$ cat src/rtl/display_scan_ctrl_if.sv
// rtl/display_scan_ctrl_if.sv - load/ready value handshake between application and scan controller
interface display_scan_ctrl_if #(
  parameter int N_DIG = 4
);
  logic                 load;
  logic [4*N_DIG-1:0]   dado;
  logic                 lz_blank;
  logic                 ready;

  // application side: offers values and the suppression mode
  modport master (
    output load,
    output dado,
    output lz_blank,
    input  ready
  );

  // scan controller side
  modport slave (
    input  load,
    input  dado,
    input  lz_blank,
    output ready
  );
endinterface

$ cat src/rtl/display_scan_ctrl.sv
// rtl/display_scan_ctrl.sv - tear-free multiplexed 7-segment digit scanner with blank interval
module display_scan_ctrl #(
  parameter int N_DIG     = 4,
  parameter int PRESCALE  = 50000,
  parameter int BLANK_CYC = 2000
) (
  input  logic                       clk,
  input  logic                       rst_n,
  display_scan_ctrl_if.slave         bus,
  output logic [3:0]                 valor,
  output logic [N_DIG-1:0]           an,
  output logic [$clog2(N_DIG)-1:0]   digito
);

  localparam int CNT_W = $clog2(PRESCALE);
  localparam int DIG_W = $clog2(N_DIG);

  typedef enum logic {
    PH_BLANK = 1'b0,
    PH_SHOW  = 1'b1
  } phase_t;

  phase_t             phase_q, phase_d;
  logic [CNT_W-1:0]   cnt_q, cnt_d;
  logic [DIG_W-1:0]   dig_q, dig_d;
  logic [4*N_DIG-1:0] pend_q, pend_d;
  logic [4*N_DIG-1:0] shown_q, shown_d;
  logic               ready_q, ready_d;
  logic [3:0]         valor_d;
  logic [N_DIG-1:0]   an_d;
  logic [N_DIG-1:0]   upper_zero;
  logic [3:0]         nib;
  logic               slot_end;
  logic               frame_end;

  assign slot_end  = (cnt_q == CNT_W'(PRESCALE - 1));
  assign frame_end = slot_end && (dig_q == DIG_W'(N_DIG - 1));

  // Next-state: slot timer, digit walk, handshake and frame-boundary commit.
  // Outputs are computed from the next state so the registered outputs line
  // up with the cnt/dig they describe in the same cycle.
  always_comb begin
    phase_d = phase_q;
    cnt_d   = slot_end ? '0 : cnt_q + 1'b1;
    dig_d   = dig_q;
    pend_d  = pend_q;
    shown_d = shown_q;
    ready_d = ready_q;

    if (slot_end) begin
      dig_d = (dig_q == DIG_W'(N_DIG - 1)) ? '0 : dig_q + 1'b1;
    end

    case (phase_q)
      PH_BLANK: if (cnt_q == CNT_W'(BLANK_CYC - 1)) phase_d = PH_SHOW;
      PH_SHOW:  if (slot_end)                       phase_d = PH_BLANK;
      default:                                      phase_d = PH_BLANK;
    endcase

    // A pending value is only swapped in between frames; while one is
    // waiting, ready stays low so later loads cannot overwrite it.
    if (frame_end && !ready_q) begin
      shown_d = pend_q;
      ready_d = 1'b1;
    end else if (bus.load && ready_q) begin
      pend_d  = bus.dado;
      ready_d = 1'b0;
    end
  end

  // upper_zero[i]: digit i and every digit above it are zero
  always_comb begin
    logic acc;
    acc        = 1'b1;
    upper_zero = '0;
    for (int i = N_DIG - 1; i >= 0; i--) begin
      acc           = acc & (shown_d[4*i +: 4] == 4'd0);
      upper_zero[i] = acc;
    end
  end

  // Digit drive: lit only in the show phase, for a valid BCD nibble that is
  // not a suppressed leading zero; otherwise the decoder gets the blank code.
  always_comb begin
    nib     = shown_d[{dig_d, 2'b00} +: 4];
    valor_d = 4'hF;
    an_d    = '1;
    if ((phase_d == PH_SHOW) && (nib <= 4'd9) &&
        !(bus.lz_blank && (dig_d != '0) && upper_zero[dig_d])) begin
      valor_d = nib;
      an_d    = ~(N_DIG'(1) << dig_d);
    end
  end

  // State and output registers
  always_ff @(posedge clk or negedge rst_n) begin
    if (!rst_n) begin
      phase_q <= PH_BLANK;
      cnt_q   <= '0;
      dig_q   <= '0;
      pend_q  <= '0;
      shown_q <= '0;
      ready_q <= 1'b1;
      valor   <= 4'hF;
      an      <= '1;
    end else begin
      phase_q <= phase_d;
      cnt_q   <= cnt_d;
      dig_q   <= dig_d;
      pend_q  <= pend_d;
      shown_q <= shown_d;
      ready_q <= ready_d;
      valor   <= valor_d;
      an      <= an_d;
    end
  end

  assign digito    = dig_q;
  assign bus.ready = ready_q;

endmodule
$ cat src/flat_wrapper.sv
// flat-port wrapper written by rule: the top's interface ports become plain ports
module display_scan_ctrl_flat 
#(
  parameter int N_DIG     = 4,
  parameter int PRESCALE  = 50000,
  parameter int BLANK_CYC = 2000
)
  (clk, rst_n, valor, an, digito, bus_load, bus_dado, bus_lz_blank, bus_ready);
  display_scan_ctrl_if #(.N_DIG(N_DIG)) bus_i ();
  input  logic clk;
  input  logic rst_n;
  output logic [3:0] valor;
  output logic [N_DIG-1:0] an;
  output logic [$clog2(N_DIG)-1:0] digito;
  input wire logic [$bits(bus_i.load)-1:0] bus_load;
  input wire logic [$bits(bus_i.dado)-1:0] bus_dado;
  input wire logic [$bits(bus_i.lz_blank)-1:0] bus_lz_blank;
  output wire logic [$bits(bus_i.ready)-1:0] bus_ready;
  assign bus_i.load = bus_load;
  assign bus_i.dado = bus_dado;
  assign bus_i.lz_blank = bus_lz_blank;
  assign bus_ready = bus_i.ready;
  display_scan_ctrl #(.N_DIG(N_DIG), .PRESCALE(PRESCALE), .BLANK_CYC(BLANK_CYC)) u_core (.clk(clk), .rst_n(rst_n), .bus(bus_i), .valor(valor), .an(an), .digito(digito));
endmodule
$ cat config.mk
export PLATFORM = sky130hd
export DESIGN_NAME = display_scan_ctrl_flat
export DESIGN_NICKNAME = d
export VERILOG_FILES = /design/src/rtl/display_scan_ctrl_if.sv /design/src/rtl/display_scan_ctrl.sv /design/src/flat_wrapper.sv
export SDC_FILE = /design/constraint.sdc
export NUM_CORES = 1
export LEC_CHECK = 0
export ABC_AREA = 0
export CAP_MARGIN = 10
export CORE_ASPECT_RATIO = 1.25
export CORE_UTILIZATION = 45
export DETAILED_ROUTE_END_ITERATION = 16
export GPL_TIMING_DRIVEN = 0
export PLACE_DENSITY = 0.66
export SYNTH_ARGS = -nofsm -noshare
export SYNTH_HDL_FRONTEND = slang
export SYNTH_SLANG_ARGS = --single-unit
$ cat constraint.sdc
create_clock -name clk -period 6.8 [get_ports clk]
set_input_delay 1.02 -clock clk [delete_from_list [all_inputs] [get_ports clk]]
set_output_delay 1.02 -clock clk [all_outputs]
set_load 0.02 [all_outputs]
==> impl_metrics.py <==
metrics = {
    "outcome": {
        "outcome": "complete, no violations",
    },
    "logic_synthesis": {
        "synth-seq-cells": 60,
        "synth.area.top_cells": "dfrtp_1, mux2_2, dfstp_2",
        "synth_top_area_cell": "dfrtp_1",
        "syn_area_per_cell_um2": 12.4,
        "yosysWarnings": 0,
        "netlist_area_mm2": 0.00271,
        "syn_inst": 219,
        "synth_cell_types": 40,
        "syn_nets": 241,
        "yosysSeqAreaShare_pct": 55.8,
        "yosysTopAreaCellShare_pct": 47.0,
    },
    "power": {
        "internal-power_uw": 586,
        "power_density_mw_per_mm2": 221,
        "p_leak_nw": 1.62,
        "power.total_uw": 732,
        "p_clk_share_pct": 44.4,
        "swShare_pct": 19.9,
        "power.switching_uw": 146,
        "ir_drop_mv": 0.124,
        "seqPwrFrac_pct": 51.4,
        "p_comb_share_pct": 4.2,
    },
    "clock_tree": {
        "cts_buffer_depth": 2,
        "root_buffer": "clkbuf_8",
        "htreeDepth": 3,
        "clk_pin_slew_worst_paths_ns": 0.07,
        "clock_sinks": 60,
        "ctsHoldBuffers": 0,
        "clkLatencyLatePin_ns": 0.33,
        "cts-resized-gates": 0,
        "cts_setup_buffers": 0,
        "cts_tree": "built",
        "cts_inserted_buffers": 9,
    },
    "layout": {
        "layout_commonest_cell": "dfrtp_1",
        "syn_to_final_growth_pct": 22.1,
        "regArea_mm2": 0.00151,
        "fillers": 506,
        "n_antenna_cell": 0,
        "final_cell_area_mm2": 0.00331,
        "final_cell_mix": "dfrtp_1, clkdlybuf4s50_1, mux2_2",
        "nets": 283,
        "multi_input_area_mm2": 0.00113,
        "drive_gt1_share_pct": 23.0,
        "post-route-util_pct": 56.9,
    },
    "sta": {
        "fin_crit_ns": 4.02,
        "setup_tns_ns": 0,
        "worstMarginPinSlew_ns": 0.981,
        "max_slew_margin_pct": 33.7,
        "max_freq_mhz": 249,
        "fin_crit_sh_pct": 59.1,
        "finalSetupViolCount": 0,
        "finClkSkew_ns": 0.0106,
        "finalHoldViolations": 0,
        "rsz0062_at_grt": "no",
        "slew_viol_final": 0,
        "setup_slack_ns": 2.78,
    },
    "drt": {
        "dr.pass1.iters": 4,
        "drt-total-wl_um": 5000,
        "routedWlPerCell_um": 15.1,
        "vias": 1796,
        "drc": 0,
        "viasPerCell": 5.43,
        "ant_nets": 0,
        "drt_iter0_markers": 63,
    },
    "floorplanning": {
        "die_x_um": 71.4,
        "floorplan.initialDensity_pct": 46.6,
        "dieArea_mm2": 0.00634,
        "rows": 31,
        "core-area_mm2": 0.00582,
        "die_h_um": 88.8,
        "pin_count": 31,
    },
    "placed_design": {
        "io_buffers": 30,
        "pre_cts_slack_ns": 2.78,
        "postPlaceCellArea_mm2": 0.00311,
        "dp_hpwl_um": 3670,
        "gp_congestion": 0.779,
    },
    "min_path": {
        "hp-class": "register to register",
    },
    "global_route": {
        "grt.total_usage_pct": 18.2,
        "grt_pass1_vias": 1853,
        "antenna_found_initial": 0,
        "overflow": 0,
        "grt_max_degree": 38,
        "grt_pass1_wl_um": 8520,
    },
    "worst_setup_path": {
        "start_kind": "register",
        "cp_slowest_stage_delay_ns": 0.68,
        "crit_slowest_cell": "mux2i_2",
        "critical_path_class": "register to register",
        "path_cells": "or4_4 -> nor4_4 -> mux2i_2 -> clkinv_1 -> mux2_2 -> mux2i_4 -> a21oi_2 -> or4_1",
        "arrival_ns": 4.26,
        "crit_fanout": 10,
        "worstPathRequired_ns": 7.04,
        "endpoint_kind": "register",
    },
    "flow_run": {
        "cap_violations": 0,
    },
}
-- cell usage after synthesis --
library cell / number
dfrtp_1: 51
mux2_2: 27
nor2_1: 18
mux2i_1: 17
nand2_1: 12
inv_1: 11
dfstp_2: 9
or4_1: 9
nor3_1: 8
xor2_1: 7
o21ai_0: 6
xnor2_1: 5
nand3_1: 4
a21oi_1: 3
nand4b_1: 3
and3_1: 2
ha_1: 2
nand4_1: 2
nor4_1: 2
a211o_1: 1
a211oi_1: 1
a21oi_2: 1
and2b_1: 1
buf_2: 1
buf_6: 1
clkbuf_1: 1
clkinv_1: 1
inv_2: 1
mux2_4: 1
mux2i_2: 1
mux2i_4: 1
nand2b_1: 1
nand3_4: 1
nand3b_1: 1
nor3b_1: 1
nor4_4: 1
o41ai_1: 1
or2b_1: 1
or3_1: 1
or4_4: 1
-- state kept, by name (all words and copies together) (netlist names) --
name and cells:
u_core.an 4, u_core.bus.ready 1, u_core.cnt_q 16, u_core.digito 2, u_core.pend_q 16, u_core.phase_q 1, u_core.shown_q 16, u_core.valor 4
-- final cells by class --
type | count | area share (%)
tap | 66 | 2.49
clock inverter | 1 | 0.906
inverter | 13 | 1.47
clock buffer | 14 | 5.21
multi-input combinational | 143 | 34.1
sequential | 60 | 45.7
buffer | 3 | 0.604
timing repair buffer | 31 | 9.52
-- worst paths after layout --
path                            slack [ns]              from                to  cells past startpoint
worst min register to register        0.48   u_core.cnt_q[0]   u_core.cnt_q[0]                      1
worst max register to register        2.78  u_core.cnt_q[11]      u_core.an[2]                      8
worst max-delay path                  2.78  u_core.cnt_q[11]      u_core.an[2]                      8
min in group asynchronous             0.66             rst_n  u_core.cnt_q[12]                      1
worst min-delay path                  0.48   u_core.cnt_q[0]   u_core.cnt_q[0]                      1
max in group asynchronous             5.50             rst_n  u_core.bus.ready                      2
-- cell families after synthesis --
| family | share of synthesized area (%) |
|---|---|
| buffers and inverters | 2.54 |
| DFF | 55.8 |
| xor gates and xnor gates | 3.87 |
| and+or+nand+nor | 14.6 |
| muxes | 19.4 |
| AOI/OAI and AO/OA | 2.91 |
| adders and majority gates | 0.922 |
-- per-stage QoR --
step	hold WS [ns]	instances
CTS	0.482	331
global placement	0.472	315
floorplan	0.450	219
finish	0.482	331
detailed placement	0.473	316
global route	0.522	331
-- critical path, delay by kind of cell (launching register included) --
kind / cells / cell delay [ns]
buffers and inverters: 1 / 0.44
AOI/OAI and AO/OA: 1 / 0.07
muxes: 3 / 1.27
and+or+nand+nor: 3 / 1.71
DFF: 1 / 0.43
-- routing by layer --
layer	global-route usage [%]	routed length (um)	part of all wire, %
met1	21.1	2180	43
met3	3.42	133	2.7
met4	10.9	108	2.2
met5	0	0	0
met2	31.4	2590	52
-- power by group through the flow --
stage / clock [mW] / sequential, mW / combinational [mW]
6_report: 0.325 / 0.376 / 0.0307
5_1_grt: 0.349 / 0.377 / 0.0344
3_3_place_gp: 0 / 0.382 / 0.0300
2_1_floorplan: 0 / 0.379 / 0.0117
4_1_cts: 0.335 / 0.376 / 0.0318
3_5_place_dp: 0 / 0.383 / 0.0318
Power figures use the tool's default switching activity.
==> RTL change 1, RTL diff (config.mk and constraints unchanged) <==
Remove the register `an`: a continuous assignment takes its place, so the output `an` follows one clock earlier.
--- a/src/rtl/display_scan_ctrl.sv
+++ b/src/rtl/display_scan_ctrl.sv
@@ -102,7 +102,6 @@
       shown_q <= '0;
       ready_q <= 1'b1;
       valor   <= 4'hF;
-      an      <= '1;
     end else begin
       phase_q <= phase_d;
       cnt_q   <= cnt_d;
@@ -111,9 +110,10 @@
       shown_q <= shown_d;
       ready_q <= ready_d;
       valor   <= valor_d;
-      an      <= an_d;
     end
   end
+
+  assign an = an_d;
 
   assign digito    = dig_q;
   assign bus.ready = ready_q;
Formal check against the unedited RTL: same outputs for any inputs over 10 cycles, from zero or initial values and one cycle with rst_n low; that may be too few to reach the edited logic, so the function may still have changed.
==> RTL change 1 against the original RTL <==
Maximum frequency down 31%. Synthesized cell count down 1.8%. Largest cell class unchanged. Non-clock buffer count unchanged. Sequential cell count down 4. Wire length down 6.6%. Cell count down 3.9%. Count of clock-buffer cells in the layout down 8. Final area down 6.1%. Utilization down 0.57 points. Setup slack worse by 1.8 ns. Total power down 19%. Sequential power down 6.6%. Critical endpoint is now an[1]. Clock skew down 0.0068 ns. Synthesized area down 3.9%.
==> RTL change 1: results (changes against the original RTL) <==
* R2R setup slack at 3.00 ns (was 2.78 ns)
* HP Start: u_core.shown_q[2] (was u_core.cnt_q[0])
* Final GP Congestion at 0.835 (was 0.779)
* Area after DPL at 3000 µm² (was 3110 µm²)
* Per-cell routed wire length at 14.7 µm (was 15.1 µm)
* Compound-Gate Fraction of Synth Area at 0.0302 (was 0.0291)
* Seq/Total Area, Yosys at 0.540 (was 0.558)
* Status: completed (unchanged)
* Syn_nets at 237 (was 241)
* Largest net degree at the start of global routing at 36 (was 38)
* VDD IR-drop max at 0.000117 V (was 0.000124 V)
* Htree depth at 2 (was 3)
* Mux contribution to synthesized area at 0.202 (was 0.194)
* P_leak at 1.53 nW (was 1.62 nW)
* Layout cells sized above 1 at 0.201 (was 0.230)
* Hold WS at 0.501 ns (was 0.482 ns)
* Initial antenna violation count at 0 (unchanged)
* Post-Synth XOR/XNOR Area at 0.0403 (was 0.0387)
* Final nets at 275 (was 283)
* Final Max Tran Viols at 0 (unchanged)
* R2R Path End: u_core.valor[0] (was u_core.an[2])
* CTS root buf: clkbuf_8 (unchanged)
* Clk_skew at 0.00385 ns (was 0.0106 ns)
* Minimum clock period at 5.84 ns (was 4.02 ns)
* Yosys cell types at 40 (unchanged)
* Initial DRC Count at 30 (was 63)
* Top post-synthesis cells by area: dfrtp_1 (49%), mux2_2 (12%), mux2i_1 (6.5%) (was dfrtp_1 (47%), mux2_2 (11%), dfstp_2 (8.7%))
* Vias at 1703 (was 1796)
* CTS Buf Count at 5 (was 9)
* Clock Pin Slew Worst Setup and Hold Paths at 0.09 ns (was 0.07 ns)
* Detail Placement HPWL at 3520 µm (was 3670 µm)
* Adder-cell share of the synthesized area at 0.00960 (was 0.00923)
* Clk Latency, worst-skew pair at 0.30 ns (was 0.33 ns)
* First-pass GRT wire length at 8230 µm (was 8520 µm)
RTL change 1: layer usage:
metal,up-vias,global-route usage,wire length (µm)
met4,0,0.0655,89
met5,-,0,0
li1,835,-,-
met3,8,0.0417,156
met1,834,0.212,2010
met2,26,0.300,2420
RTL change 1: area by class of cell:
class	instances	area, µm²
clock buffer	6	72.6
multi-input combinational	143	1130
fill	484	2410
clock inverter	2	35.0
sequential	56	1410
buffer	3	20.0
timing repair buffer	31	315
inverter	13	48.8
tap	64	80.1
RTL change 1: cell families (layout without fill, tap and decap cells):
family | Yosys count | count (layout)
buf+inv | 16 | 55
mux | 47 | 47
flops | 56 | 56
compound gates | 13 | 13
simple gates | 69 | 69
fa+ha+maj | 2 | 2
xor+xnor | 12 | 12
RTL change 1: report_power, final:
group,internal [mW],switching [mW],leakage [nW]
Clock,0.109,0.101,0.0552
Combinational,0.0195,0.0106,0.748
Sequential,0.344,0.00715,0.725
Total,0.473,0.119,1.53
RTL change 1: metrics by stage:
stage	power, mW	worst slack [ns]	std cells
after global placement	0.387	1.28	309
after global routing	0.617	0.783	318
final	0.592	0.962	318
after CTS	0.600	0.936	318
after detailed placement	0.389	1.32	310
after floorplan	0.367	2.31	215
RTL change 1: worst max path at each step:
stage / from / endpoint / depth (start not counted) / slack (ns)
6_report: u_core.cnt_q[11] / an[1] / 9 / 0.96
3_3_place_gp: u_core.cnt_q[11] / an[1] / 9 / 1.28
3_5_place_dp: u_core.cnt_q[11] / an[3] / 9 / 1.32
2_1_floorplan: u_core.cnt_q[11] / an[1] / 8 / 2.31
4_1_cts: u_core.cnt_q[11] / an[1] / 9 / 0.94
5_1_grt: u_core.cnt_q[11] / an[3] / 9 / 0.78
==> RTL change 2, RTL diff (same flow settings) <==
Made on the original files. `N_DIG` is set to 4 in 3 places; all go to 2.
--- a/src/rtl/display_scan_ctrl_if.sv
+++ b/src/rtl/display_scan_ctrl_if.sv
@@ -1,6 +1,6 @@
 // rtl/display_scan_ctrl_if.sv - load/ready value handshake between application and scan controller
 interface display_scan_ctrl_if #(
-  parameter int N_DIG = 4
+  parameter int N_DIG = 2
 );
   logic                 load;
   logic [4*N_DIG-1:0]   dado;
--- a/src/rtl/display_scan_ctrl.sv
+++ b/src/rtl/display_scan_ctrl.sv
@@ -1,6 +1,6 @@
 // rtl/display_scan_ctrl.sv - tear-free multiplexed 7-segment digit scanner with blank interval
 module display_scan_ctrl #(
-  parameter int N_DIG     = 4,
+  parameter int N_DIG     = 2,
   parameter int PRESCALE  = 50000,
   parameter int BLANK_CYC = 2000
 ) (
--- a/src/flat_wrapper.sv
+++ b/src/flat_wrapper.sv
@@ -1,7 +1,7 @@
 // flat-port wrapper written by rule: the top's interface ports become plain ports
 module display_scan_ctrl_flat 
 #(
-  parameter int N_DIG     = 4,
+  parameter int N_DIG     = 2,
   parameter int PRESCALE  = 50000,
   parameter int BLANK_CYC = 2000
 )
Interface: changed (resized an, bus_dado and digito); port bits go from 31 to 20. No check against the original RTL was run, so the function may have changed too.
==> RTL change 2 against the original RTL <==
Setup slack gained 0.83 ns. Sequential power shrank 35%. Sequential cell count shrank 19. Synthesized area shrank 30%. Total power shrank 38%. Final area shrank 31%. Wire length shrank 34%. Critical path depth shrank 1. Critical path type unchanged. Critical endpoint is now u_core.valor[0].
==> RTL change 2: results (changes against the original RTL) <==
* Status: completed (unchanged)
* Multi-input combinational area share at 0.366 (was 0.341)
* Vias in the first global route at 1239 (was 1853)
* Syn_area_per_cell at 12.2 µm² (was 12.4 µm²)
* GR Util met2 at 0.306 (was 0.314)
* Seq cells at 41 (was 60)
* Syn_nets at 170 (was 241)
* IO Port Bufs at 19 (was 30)
* Worst reg-to-reg path cell count at 7 (was 8)
* Detail Placement HPWL at 2450 µm (was 3670 µm)
* Mux contribution to synthesized area at 0.128 (was 0.194)
* DR vias/cell at 5.32 (was 5.43)
* Final WL at 3290 µm (was 5000 µm)
* Area of the multi-input gates at 835 µm² (was 1130 µm²)
* Worst-Margin Slew at 0.888 ns (was 0.981 ns)
* Adder-cell share of the synthesized area at 0.0131 (was 0.00923)
* Post-Synth XOR/XNOR Area at 0.0506 (was 0.0387)
* Global-route usage over all layers at 0.173 (was 0.182)
* Seq/Total Area, Yosys at 0.544 (was 0.558)
* Final nets at 196 (was 283)
* CTS Buf Count at 5 (was 9)
* Signal inverters at 7 (was 13)
* Max FO, Critical Path at 7 (was 10)
* # placed instances at 231 (was 316)
* Multi-input gates at 106 (was 143)
* Grt met3 use at 0.0481 (was 0.0342)
* M1 WL at 1300 µm (was 2180 µm)
* Critical Path AT at 3.39 ns (was 4.26 ns)
* Initial DRC Count at 96 (was 63)
* Filler instances at 362 (was 506)
* Layout cells sized above 1 at 0.235 (was 0.230)
* Non-clk buf share at 0.0846 (was 0.101)
* Global Route met1 Usage at 0.184 (was 0.211)
* Top Registers: u_core.cnt_q (16), u_core.pend_q (8), u_core.shown_q (8) (was u_core.cnt_q (16), u_core.pend_q (16), u_core.shown_q (16))
* Final GP Congestion at 0.856 (was 0.779)
* First-pass GRT wire length at 5550 µm (was 8520 µm)
* Clk_skew at 0.00806 ns (was 0.0106 ns)
* Vias at 1272 (was 1796)
* P_leak at 1.03 nW (was 1.62 nW)
## RTL change 2: power by group
group	switching (mW)	leakage (nW)	total, mW	internal, mW
clock	0.0821	0.0574	0.201	0.119
combinational	0.00513	0.434	0.0103	0.00518
sequential	0	0.534	0.244	0.244
## RTL change 2: worst max-delay path: stages, from the launching register on
cell and delay (ns):
dfrtp_1 0.43, or4_4 0.58, nor4_4 0.48, ha_1 0.31, nand2b_4 0.09, mux2_2 0.30
or4b_2 0.75, o2111ai_1 0.15
## RTL change 2: worst paths after layout
path	startpoint	to	slack [ns]
min	u_core.cnt_q[0]	u_core.cnt_q[0]	0.48
max reg2reg	u_core.cnt_q[4]	u_core.valor[0]	3.61
max	u_core.cnt_q[4]	u_core.valor[0]	3.61
min reg2reg	u_core.cnt_q[0]	u_core.cnt_q[0]	0.48
max in group asynchronous	rst_n	u_core.digito	5.40
min in group asynchronous	rst_n	u_core.cnt_q[3]	0.84
